**config.mk**
```make
export PLATFORM = sky130hd
export DESIGN_NAME = bus_arbiter
export DESIGN_NICKNAME = d
export VERILOG_FILES = /design/src/rtl/bus_arb_pkg.sv /design/src/rtl/bus_arb_pick.sv /design/src/rtl/bus_arbiter.sv
export SDC_FILE = /design/constraint.sdc
export NUM_CORES = 1
export LEC_CHECK = 0
export CAP_MARGIN = 25
export CORE_ASPECT_RATIO = 1.75
export CORE_UTILIZATION = 41
export CTS_BUF_LIST = sky130_fd_sc_hd__clkbuf_8
export DETAILED_ROUTE_END_ITERATION = 10
export PLACE_DENSITY = 0.83
export REMOVE_ABC_BUFFERS = 1
export SETUP_SLACK_MARGIN = 0.4
export SKIP_CTS_REPAIR_TIMING = 1
export SYNTH_ARGS = -nofsm -noshare
export SYNTH_HDL_FRONTEND = slang
export SYNTH_HIERARCHICAL = 1
export SYNTH_SLANG_ARGS = --single-unit
```
**constraint.sdc**
```tcl
create_clock -name i_CLK -period 2.2 [get_ports i_CLK]
set_clock_uncertainty 0.15 [all_clocks]
set_input_delay 0.44 -clock i_CLK [delete_from_list [all_inputs] [get_ports i_CLK]]
set_output_delay 0.44 -clock i_CLK [all_outputs]
set_load 0.005 [all_outputs]
```
**src/rtl/bus_arb_pkg.sv**
```systemverilog
// Shared types and constants for the two-requester memory port arbiter.
// The optional round-robin tie-break is enabled with BUS_ARB_ROUND_ROBIN_EN.
package bus_arb_pkg;

    typedef enum logic [2:0] {
        ST_IDLE   = 3'd0,
        ST_BUSY_I = 3'd1,
        ST_BUSY_D = 3'd2,
        ST_RESP_I = 3'd3,
        ST_RESP_D = 3'd4
    } arbState_e;

    localparam logic [1:0] HB_BYTE = 2'b00;
    localparam logic [1:0] HB_HALF = 2'b01;
    localparam logic [1:0] HB_WORD = 2'b10;

    localparam logic OWN_I = 1'b0;
    localparam logic OWN_D = 1'b1;

endpackage

```
**src/rtl/bus_arb_pick.sv**
```systemverilog
// Combinational winner selection between fetch and LSU requests.
// BUS_ARB_ROUND_ROBIN_EN selects alternating ties; otherwise LSU always wins a tie.
module bus_arb_pick
    import bus_arb_pkg::*;
(
    input  logic iReq_i,
    input  logic dReq_i,
`ifdef BUS_ARB_ROUND_ROBIN_EN
    input  logic last_i,
`endif
    output logic valid_o,
    output logic winner_o
);

    always_comb begin
        valid_o  = iReq_i | dReq_i;
        winner_o = OWN_D;
        if (iReq_i && !dReq_i) begin
            winner_o = OWN_I;
        end else if (iReq_i && dReq_i) begin
`ifdef BUS_ARB_ROUND_ROBIN_EN
            // A tie goes to whichever side lost the previous arbitration.
            winner_o = (last_i == OWN_D) ? OWN_I : OWN_D;
`else
            winner_o = OWN_D;
`endif
        end
    end

endmodule

```
**src/rtl/bus_arbiter.sv**
```systemverilog
// Sequences fetch and LSU requests onto one memory port, one transaction at a time.
// Tie-break policy follows BUS_ARB_ROUND_ROBIN_EN (see bus_arb_pick).
module bus_arbiter
    import bus_arb_pkg::*;
#(
    parameter int ADDR_WIDTH = 32,
    parameter int DATA_WIDTH = 32
) (
    input  logic                  i_CLK,
    input  logic                  i_RST,
    input  logic                  i_I_REQ,
    input  logic [ADDR_WIDTH-1:0] i_I_ADDR,
    output logic                  o_I_GNT,
    output logic [DATA_WIDTH-1:0] o_I_RDATA,
    input  logic                  i_D_REQ,
    input  logic [ADDR_WIDTH-1:0] i_D_ADDR,
    input  logic [DATA_WIDTH-1:0] i_D_WDATA,
    input  logic                  i_D_WE,
    input  logic [1:0]            i_D_HB,
    output logic                  o_D_GNT,
    output logic [DATA_WIDTH-1:0] o_D_RDATA,
    output logic                  o_MEM_REQ,
    output logic [ADDR_WIDTH-1:0] o_MEM_ADDR,
    output logic [DATA_WIDTH-1:0] o_MEM_WDATA,
    output logic                  o_MEM_WE,
    output logic [1:0]            o_MEM_HB,
    input  logic [DATA_WIDTH-1:0] i_MEM_RDATA,
    input  logic                  i_MEM_ACK,
    output logic                  o_OWNER
);

    arbState_e             state_q,    state_d;
    logic                  memReq_q,   memReq_d;
    logic [ADDR_WIDTH-1:0] memAddr_q,  memAddr_d;
    logic [DATA_WIDTH-1:0] memWdata_q, memWdata_d;
    logic                  memWe_q,    memWe_d;
    logic [1:0]            memHb_q,    memHb_d;
    logic [DATA_WIDTH-1:0] iRdata_q,   iRdata_d;
    logic [DATA_WIDTH-1:0] dRdata_q,   dRdata_d;
    logic                  iGnt_q,     iGnt_d;
    logic                  dGnt_q,     dGnt_d;
    logic                  owner_q,    owner_d;
`ifdef BUS_ARB_ROUND_ROBIN_EN
    logic                  rrLast_q,   rrLast_d;
`endif

    logic pickValid;
    logic pickWinner;

    bus_arb_pick u_pick (
        .iReq_i   (i_I_REQ),
        .dReq_i   (i_D_REQ),
`ifdef BUS_ARB_ROUND_ROBIN_EN
        .last_i   (rrLast_q),
`endif
        .valid_o  (pickValid),
        .winner_o (pickWinner)
    );

    always_ff @(posedge i_CLK) begin
        if (i_RST) begin
            state_q    <= ST_IDLE;
            memReq_q   <= 1'b0;
            memAddr_q  <= '0;
            memWdata_q <= '0;
            memWe_q    <= 1'b0;
            memHb_q    <= HB_BYTE;
            iRdata_q   <= '0;
            dRdata_q   <= '0;
            iGnt_q     <= 1'b0;
            dGnt_q     <= 1'b0;
            owner_q    <= OWN_I;
`ifdef BUS_ARB_ROUND_ROBIN_EN
            rrLast_q   <= OWN_I;
`endif
        end else begin
            state_q    <= state_d;
            memReq_q   <= memReq_d;
            memAddr_q  <= memAddr_d;
            memWdata_q <= memWdata_d;
            memWe_q    <= memWe_d;
            memHb_q    <= memHb_d;
            iRdata_q   <= iRdata_d;
            dRdata_q   <= dRdata_d;
            iGnt_q     <= iGnt_d;
            dGnt_q     <= dGnt_d;
            owner_q    <= owner_d;
`ifdef BUS_ARB_ROUND_ROBIN_EN
            rrLast_q   <= rrLast_d;
`endif
        end
    end

    // GNT is registered on the BUSY->RESP transition so it is high exactly in RESP.
    always_comb begin
        state_d    = state_q;
        memReq_d   = memReq_q;
        memAddr_d  = memAddr_q;
        memWdata_d = memWdata_q;
        memWe_d    = memWe_q;
        memHb_d    = memHb_q;
        iRdata_d   = iRdata_q;
        dRdata_d   = dRdata_q;
        iGnt_d     = 1'b0;
        dGnt_d     = 1'b0;
        owner_d    = owner_q;
`ifdef BUS_ARB_ROUND_ROBIN_EN
        rrLast_d   = rrLast_q;
`endif

        case (state_q)
            ST_IDLE: begin
                if (pickValid) begin
                    memReq_d = 1'b1;
                    owner_d  = pickWinner;
`ifdef BUS_ARB_ROUND_ROBIN_EN
                    rrLast_d = pickWinner;
`endif
                    if (pickWinner == OWN_D) begin
                        state_d    = ST_BUSY_D;
                        memAddr_d  = i_D_ADDR;
                        memWdata_d = i_D_WDATA;
                        memWe_d    = i_D_WE;
                        memHb_d    = i_D_HB;
                    end else begin
                        state_d    = ST_BUSY_I;
                        memAddr_d  = i_I_ADDR;
                        memWdata_d = '0;
                        memWe_d    = 1'b0;
                        memHb_d    = HB_WORD;
                    end
                end
            end
            ST_BUSY_I: begin
                if (i_MEM_ACK) begin
                    iRdata_d = i_MEM_RDATA;
                    memReq_d = 1'b0;
                    iGnt_d   = 1'b1;
                    state_d  = ST_RESP_I;
                end
            end
            ST_BUSY_D: begin
                if (i_MEM_ACK) begin
                    dRdata_d = i_MEM_RDATA;
                    memReq_d = 1'b0;
                    dGnt_d   = 1'b1;
                    state_d  = ST_RESP_D;
                end
            end
            ST_RESP_I, ST_RESP_D: begin
                state_d = ST_IDLE;
            end
            default: begin
                state_d  = ST_IDLE;
                memReq_d = 1'b0;
            end
        endcase
    end

    assign o_I_GNT     = iGnt_q;
    assign o_D_GNT     = dGnt_q;
    assign o_I_RDATA   = iRdata_q;
    assign o_D_RDATA   = dRdata_q;
    assign o_MEM_REQ   = memReq_q;
    assign o_MEM_ADDR  = memAddr_q;
    assign o_MEM_WDATA = memWdata_q;
    assign o_MEM_WE    = memWe_q;
    assign o_MEM_HB    = memHb_q;
    assign o_OWNER     = owner_q;

endmodule

```
## Word level (Yosys, flattened, before mapping)

Index checks and enable logic that the tools add are counted.

| storage, ports and cells | value |
|---|---|
| word-level logic and storage cells | 49 |
| register bits after elaboration | 138 |

| cells by class | value |
|---|---|
| reductions and logical operators | 12 |
| eq/ne operators | 8 |
| multiplexer cells | 14 |
| bitwise logic cells | 4 |

Operators with widths:

| cell | count |
|---|---|
| $mux W32 | 2 |
| $mux W3 | 3 |
| $pmux W3 S3 | 1 |
| $reduce_or A2 Y1 | 4 |
| $eq A3 B2 Y1 const B | 2 |
| $ne A2 B2 Y1 const B | 3 |
| $reduce_and A2 Y1 | 3 |
| $reduce_and A3 Y1 | 2 |
| $mux W1 | 5 |
| $mux W2 | 2 |
| $eq A3 B1 Y1 const B | 1 |
| $eq A3 B3 Y1 const B | 1 |
| $logic_not A3 Y1 | 1 |
| $not A1 Y1 | 3 |
| $pmux W1 S3 | 1 |
| $ne A2 B1 Y1 const B | 1 |
| $logic_and A1 B1 Y1 | 1 |
| $logic_not A1 Y1 | 1 |
| $or A1 B1 Y1 | 1 |

## Depth between registers and ports, before layout

Gate-level depths: netlist of run 1.

| logic depth | value |
|---|---|
| word-level depth | 5 |
| gate-level depth with buffers | 6 |
| mapped depth without buffers | 4 |

## Cells and area by module

Netlist of run 1, hierarchy kept.

Modules (own cells, without submodules):

| module | cells an instance | times used | area an instance (µm²) |
|---|---|---|---|
| bus_arbiter | 615 | 1 | 5,216.3 |
| bus_arb_pick | 2 | 1 | 12.5 |

## Worst setup path after synthesis of run 1

No wires, ideal clock.

| timing path | value |
|---|---|
| path kind | in2reg |
| start point | input i_D_REQ |
| end point | register memWdata_q[10], in the netlist o_MEM_WDATA[10] |
| arrival time | 1,398 ps |
| stages | 6 |
| setup slack | 520 ps |
| buffers on the path | 2 |
| library setup time | 132 ps |
| cell sequence | or2_1 or4b_4 buf_6 buf_8 nand2_1 a21oi_1 |

| on the way | value |
|---|---|
| word-level cells in the longest chain between the ends | 3 |

RTL lines:

| what | RTL line | text |
|---|---|---|
| start, declared | bus_arbiter.sv:15 | `input logic i_D_REQ,` |
| $logic_not A1 Y1 | bus_arb_pick.sv:18 | `if (iReq_i && !dReq_i) begin` |
| $logic_and A1 B1 Y1 | bus_arb_pick.sv:18 |  |
| $mux W32 | bus_arbiter.sv:119 | `if (pickWinner == OWN_D) begin` |
| end signal, assigned | bus_arbiter.sv:80 | `memWdata_q <= memWdata_d;` |
| end, declared | bus_arbiter.sv:35 | `logic [DATA_WIDTH-1:0] memWdata_q, memWdata_d;` |

Parallel ways exist; a longest one is shown, timed or not.
A chain may end at the register's enable or synchronous reset.

## Worst setup path after layout of run 1

| timing path | value |
|---|---|
| start point | register state_q[0] |
| end point | register memAddr_q[27], in the netlist o_MEM_ADDR[27] |

| on the way | value |
|---|---|
| word-level cells in the longest chain between the ends | 2 |

RTL lines:

| what | RTL line | text |
|---|---|---|
| start, declared | bus_arbiter.sv:32 | `arbState_e state_q, state_d;` |
| start signal, assigned | bus_arbiter.sv:77 | `state_q <= state_d;` |
| $logic_not A3 Y1 | bus_arbiter.sv:111 | `case (state_q)` |
| $reduce_and A2 Y1 (no source line) | - |  |
| end signal, assigned | bus_arbiter.sv:79 | `memAddr_q <= memAddr_d;` |
| end, declared | bus_arbiter.sv:34 | `logic [ADDR_WIDTH-1:0] memAddr_q, memAddr_d;` |

Every way passes these cells.

==> implementation parameters, run 1 <==
Parameter                              Value

Run status
  Result of the run    finished clean

Die
  Vert. Die Dim    151 microns
  Floorplan Core Area    12400 sq um
  X dimension of the die    87.4 microns
  Initial cell density of the core    42.1%
  Row count    54
  Number of primary I/O pins    271
  Die footprint    13200 sq um

Synth
  Synth warn    6
  Cell variety after synth    24
  Post-synthesis instance total    617
  Post-synthesis register bit count    138
  Dominant cell type by area after synthesis    dfxtp_1
  Area share of the largest cell type after synthesis    52.8%
  Mean instance size in the synthesized netlist    8.47 sq um
  Most area-consuming cells after synthesis    dfxtp_1 (53%), nand2_1 (12%), a21oi_1 (9.9%)
  Synthesized cell area    5230 sq um
  Portion of the post-synthesis area used by sequential elements    52.8%

Placement
  Placer Congestion    0.785
  Post-DP HPWL    11500 microns
  Count of buffers inserted at the top-level ports    270

Worst hold path
  Min-Delay Endpoint    o_MEM_ADDR[18]$_SDFFE_PP0P_
  Class of the tightest hold or removal check    primary input to flip-flop
  Number of cells traversed by the worst hold path    2
  Min-Delay Startpoint    i_RST

Clock network
  Number of buffers on the longest clock path    2
  Level count of the clock H-tree    4
  Inserted Clock Buffers    17
  Worst-path clk slew    80 ps
  Clock Latency Late Sink    420 ps
  Clock tree sinks    138
  Clock tree from TritonCTS    yes
  Cell at the root of the clock tree    clkbuf_8

Drt
  Detailed-route wire length    16700 microns
  Vias per Instance    5.05
  Number of nets with antenna violations after detailed routing    0
  Detail-routed net length per standard cell    15.7 microns
  Length of the first detailed-routing pass in iterations    4
  DR DRC count    0
  Number of design-rule violations left by the first detailed-router iteration    148
  DR vias    5364

Pwr
  IR Drop Worst-Case VDD    0.471 mV
  Overall power of the completed layout    6.35 mW
  Cell area power density    700 nW/um^2
  Static leakage    5.57 nW

Global route
  First-pass GRT wire length    24200 microns
  Maximum number of pins on one net before global-route repair    58
  Total global routing track utilization    24.0%
  GR Overflow Total    0
  Antenna violations before repair    0
  Vias in the first global route    5076

Cells and area
  Total inserted antenna cells    0
  Most frequent cells in the layout    nand2_1 (167), dlymetal6s2s_1 (137), clkdlybuf4s50_1 (132)
  Post-layout nets    1017
  Share of final-layout standard cells stronger than drive strength 1    10.5%
  Most frequent standard cell in the layout excluding fill and tap cells    nand2_1
  Total of fill cells in the finished design    901
  Relative area change from synthesis to final layout    73.6%

STA
  Tightest Pin Transition    432 ps
  Post-Route Hold Slack    143 ps
  Number of endpoints with negative hold slack in the final report    0
  Final critical path time including I/O delays and setup    1710 ps
  Max_slew headroom    71.2%
  Final-report max-slew violation count    0
  Final count of negative-setup-slack endpoints    0
  Fin Setup TNS    0 ps
  Part of the cycle the worst path needs    77.9%
  Unrepaired setup endpoints after global routing    false
  Maximum clock frequency    0.584 GHz

Run
  Count of maximum capacitance violations    0

Critical path
  Element type at the critical path start    flip-flop
  Crit Path Category    flip-flop to flip-flop
  Critical Path Fanout Max    18
  Number of cells traversed by the worst register-to-register path    6
  Arr. time, crit path    1890 ps
  Reg2reg setup slack    490 ps
  CP Data Required Time    2380 ps
  Worst setup EP type    flip-flop
  Destination of the worst register-to-register timing path    o_MEM_ADDR[27]$_SDFFE_PP0P_
  Worst reg2reg path startpoint    state_q[0]$_SDFFE_PP0P_
sequential cells by signal (all words and copies together), names as in the netlist:
register and count:
o_MEM_WE 1, o_I_GNT 1, o_MEM_WDATA 32, o_OWNER 1, o_MEM_ADDR 32, o_I_RDATA 32
o_D_GNT 1, o_MEM_REQ 1, o_MEM_HB 2, state_q 3, o_D_RDATA 32
synthesized netlist by cell type (all sizes together):
| library cell | n |
|---|---|
| o21ai | 3 |
| nand3 | 34 |
| mux2i | 32 |
| nor2 | 36 |
| buf | 30 |
| a211oi | 33 |
| nor4bb | 1 |
| nor2b | 1 |
| dfxtp | 138 |
| a21oi | 103 |
| nand4bb | 2 |
| nor4 | 1 |
| or4b | 1 |
| and4bb | 1 |
| nand2 | 167 |
| inv | 3 |
| nand2b | 1 |
| a211o | 1 |
| clkbuf | 27 |
| nor4b | 1 |
| or2 | 1 |
how the worst max path moves through the flow:
stage                                        end  cells past startpoint                     from
floorplan               o_MEM_HB[1]$_SDFFE_PP0P_                      4                  i_D_REQ
global placement    o_MEM_WDATA[17]$_SDFFE_PP0P_                      6                  i_I_REQ
detailed placement   o_MEM_ADDR[26]$_SDFFE_PP0P_                      7                  i_D_REQ
CTS                                    o_MEM_REQ                      1   o_MEM_REQ$_SDFFE_PP0P_
global route         o_MEM_ADDR[27]$_SDFFE_PP0P_                      6  state_q[0]$_SDFFE_PP0P_
finish               o_MEM_ADDR[27]$_SDFFE_PP0P_                      6  state_q[0]$_SDFFE_PP0P_
where the power goes:
group,switching (mW),internal [mW],total [mW]
Combinational,0.552,0.774,1.33
Clock,1.00,1.24,2.24
Sequential,0.0998,2.69,2.79
routing by layer:
metal | vias up | track usage, % | routed length, microns
met2 | 220 | 44.6 | 9150
met5 | - | 0 | 0
li1 | 2601 | - | -
met3 | 39 | 7.03 | 1140
met4 | 0 | 12.5 | 630
met1 | 2504 | 23.3 | 5740
critical path, stage by stage (launching register included):
cell,delay (ps)
dfxtp_1,420
nor4b_4,370
buf_12,170
buf_4,110
buf_12,130
nor2_1,50
a211oi_1,220
stage by stage:
step / worst slack, ps / util [%] / instance area (sq um) / instances
3_3_place_gp: 0.790 / 65.9 / 8190 / 1024
2_1_floorplan: -3290 / - / 4910 / 560
5_1_grt: 394 / 73.0 / 9080 / 1062
3_5_place_dp: -63.6 / 65.9 / 8190 / 1024
6_report: 487 / 73.0 / 9080 / 1062
4_1_cts: 253 / 69.3 / 8620 / 1056
layout make-up:
type                            instances  area [sq um]  area share (%)
Multi-Input combinational cell        419          2180            24.0
Inverter                                3          11.3           0.124
Timing Repair Buffer                  302          3450            38.1
Clock inverter                         15           199            2.19
Tap cell                              168           210            2.32
Clock buffer                           17           234            2.58
Sequential cell                       138          2790            30.8
cells by family after synthesis:
logic type	synth area share (%)
buffers and inverters	6.27
AOI/OAI and AO/OA	15.1
DFF	52.8
muxes	6.13
and+or+nand+nor	19.7
Power figures use the tool's default switching activity.
==> run 2: changes to the inputs <==
clock period = 1.7 ns   (was 2.2 ns; I/O delays follow)
==> run 2 against run 1 <==
Compared with the run above: the flow now finishes with violations (negative setup slack); power grew 38%; design area grew 3.2%; via count rose by 5.5%; non-clock buffer count is 48 higher; first-iteration DRC count decreased by 5.4%; core utilization is 2.3 points higher; sequential share of layout area rose by 0.47 points; largest cell class unchanged; highest routed layer unchanged.
==> implementation parameters, run 2 (synthesis results as in run 1) <==
Parameter                              Value

STA
  Final critical path time including I/O delays and setup    1790 ps (+75.4 ps)
  Unrepaired setup endpoints after global routing    true
  Number of endpoints with negative hold slack in the final report    0 (unchanged)
  Final-report max-slew violation count    0 (unchanged)
  Part of the cycle the worst path needs    105% (+27 points)
  Final count of negative-setup-slack endpoints    1 (+1)
  Max_slew headroom    76.7% (+5.5 points)
  Maximum clock frequency    0.559 GHz (-4.2%)
  Worst path setup slack after routing    -88.5 ps (-575 ps)
  Tightest Pin Transition    347 ps (-84.5 ps)

Cells and area
  Share of final-layout standard cells stronger than drive strength 1    43.2% (+33 points)
  Relative area change from synthesis to final layout    79.2%
  Total inserted antenna cells    0 (unchanged)
  Most frequent cells in the layout    nand2_1 (167), clkdlybuf4s50_1 (132), dfxtp_2 (127)
  Post-layout nets    1065 (+4.7%)
  Final Instance Count excl. Fillers    1110 (+4.5%)
  Core Util, Final    75.4% (+2.3 points)
  Most frequent standard cell in the layout excluding fill and tap cells    nand2_1

Critical path
  CP Data Required Time    1860 ps (-520 ps)
  Destination of the worst register-to-register timing path    o_MEM_ADDR[6]$_SDFFE_PP0P_
  CP dominant cell by count    clkbuf_16
  Crit path cell chain    nor4b_4 -> buf_6 -> clkbuf_16 -> clkbuf_16 -> nor2_1 -> a211oi_1
  Element type at the critical path start    flip-flop
  Worst reg2reg path startpoint    state_q[0]$_SDFFE_PP0P_
  Number of cells traversed by the worst register-to-register path    6 (unchanged)
  Buf+Inv Stages, Crit Path    3 (unchanged)
  Cell type of the slowest stage on the worst timing path    dfxtp_4
  Reg2reg setup slack    -90 ps (-580 ps)
  Slowest stage delay, CP    380 ps (-40 ps)
  Crit Path Category    flip-flop to flip-flop
  Critical Path Fanout Max    12 (-6)
  Arr. time, crit path    1950 ps (+60 ps)
  Worst setup EP type    flip-flop
  Critical path's top delay family    buffers and inverters

Die
  Die footprint    13200 sq um (unchanged)
  Floorplan Core Area    12400 sq um (unchanged)
  Number of primary I/O pins    271 (unchanged)
  Vert. Die Dim    151 microns (unchanged)
  Initial cell density of the core    42.1% (unchanged)
  X dimension of the die    87.4 microns (unchanged)
  Row count    54 (unchanged)

Pwr
  Cell area power density    935 nW/um^2 (+34%)
  Static leakage    4.00 nW (-28%)
  IR Drop Worst-Case VDD    0.556 mV (+18%)

Run status
  Violations in the final reports    negative setup slack
  Result of the run    complete, but fails checks

Global route
  Vias in the first global route    5054 (-0.43%)
  First-pass GRT wire length    24100 microns (-0.31%)
  Maximum number of pins on one net before global-route repair    50 (-14%)
  GR Overflow Total    0 (unchanged)
  Antenna violations before repair    0 (unchanged)
  Total global routing track utilization    23.9% (-0.091 points)

Clock network
  Clock tree sinks    138 (unchanged)
  Worst-path clk slew    90 ps (about the same)
  Inserted Clock Buffers    17 (unchanged)
  Clock Latency Late Sink    420 ps (about the same)
  Level count of the clock H-tree    4 (unchanged)
  Clock tree from TritonCTS    yes
  Number of buffers on the longest clock path    2 (unchanged)
  Cell at the root of the clock tree    clkbuf_8

Drt
  DR DRC count    0 (unchanged)
  Number of nets with antenna violations after detailed routing    0 (unchanged)
  Detailed-route wire length    18600 microns (+12%)
  Length of the first detailed-routing pass in iterations    5 (+1)
  Detail-routed net length per standard cell    16.8 microns (+7.0%)
  Number of design-rule violations left by the first detailed-router iteration    140 (-5.4%)
  Vias per Instance    5.10 (+0.92%)
  DR vias    5658 (+5.5%)

Worst hold path
  Class of the tightest hold or removal check    primary input to flip-flop
  Number of cells traversed by the worst hold path    2 (unchanged)
  Min-Delay Endpoint    o_MEM_ADDR[3]$_SDFFE_PP0P_
  Min-Delay Startpoint    i_RST

Placement
  Count of buffers inserted at the top-level ports    270 (unchanged)
  Post-DP HPWL    11600 microns (+0.62%)
  Inst Count DP    1035 (+1.1%)
  Placer Congestion    0.793 (+1.0%)

Run
  Count of maximum capacitance violations    0 (unchanged)
==> run 2: metrics by stage <==
| step | hold slack [ps] | area [sq um] | TNS [ps] | power [mW] | setup slack (ps) |
|---|---|---|---|---|---|
| 5_1_grt | 111 | 9370 | -50.2 | 9.13 | -50.2 |
| 3_3_place_gp | 286 | 8280 | -37180 | 5.37 | -465 |
| 4_1_cts | 98.6 | 8730 | -14470 | 8.40 | -154 |
| 3_5_place_dp | 295 | 8280 | -41060 | 5.40 | -571 |
| 2_1_floorplan | 259 | 4910 | -289020 | 4.23 | -3690 |
| 6_report | 128 | 9370 | -88.5 | 8.76 | -88.5 |
==> run 2: final cells by class <==
cell class                      instances  area (sq um)
Clock buffer                           19           262
Clock inverter                         13           188
Fill cell                             876          3060
Inverter                                3          11.3
Multi-Input combinational cell        419          2310
Sequential cell                       138          2930
Tap cell                              168           210
Timing Repair Buffer                  350          3460
==> run 2: how the worst max path moves through the flow <==
stage	start	end	slack [ps]	cells after the start
after floorplan	i_D_REQ	o_MEM_HB[1]$_SDFFE_PP0P_	-3690	4
after global placement	i_I_REQ	o_MEM_ADDR[10]$_SDFFE_PP0P_	-460	7
after detailed placement	i_I_REQ	o_MEM_ADDR[14]$_SDFFE_PP0P_	-570	7
after CTS	o_MEM_WDATA[17]$_SDFFE_PP0P_	o_MEM_WDATA[17]	-150	1
after global routing	state_q[0]$_SDFFE_PP0P_	o_MEM_ADDR[6]$_SDFFE_PP0P_	-50	6
final	state_q[0]$_SDFFE_PP0P_	o_MEM_ADDR[6]$_SDFFE_PP0P_	-90	6
==> run 2: where the power goes <==
part	internal (mW)	switching, mW
Clock	1.70	1.31
Combinational	1.21	0.860
Sequential	3.51	0.167
==> run 2: per-layer routing <==
layer  vias up  global-route usage [%]  routed length, microns
li1       2697                       -                       -
met1      2648                    23.3                    6210
met2       250                    44.6                   10300
met3        63                    7.19                    1220
met4         0                    11.6                     890
met5         -                       0                       0
==> run 3: changes to the inputs <==
CAP_MARGIN = default   (was 25)
GPL_TIMING_DRIVEN = 1   (was default)
==> results of run 3 <==
The final DEF is identical to that of run 2; final timing and power are the same.
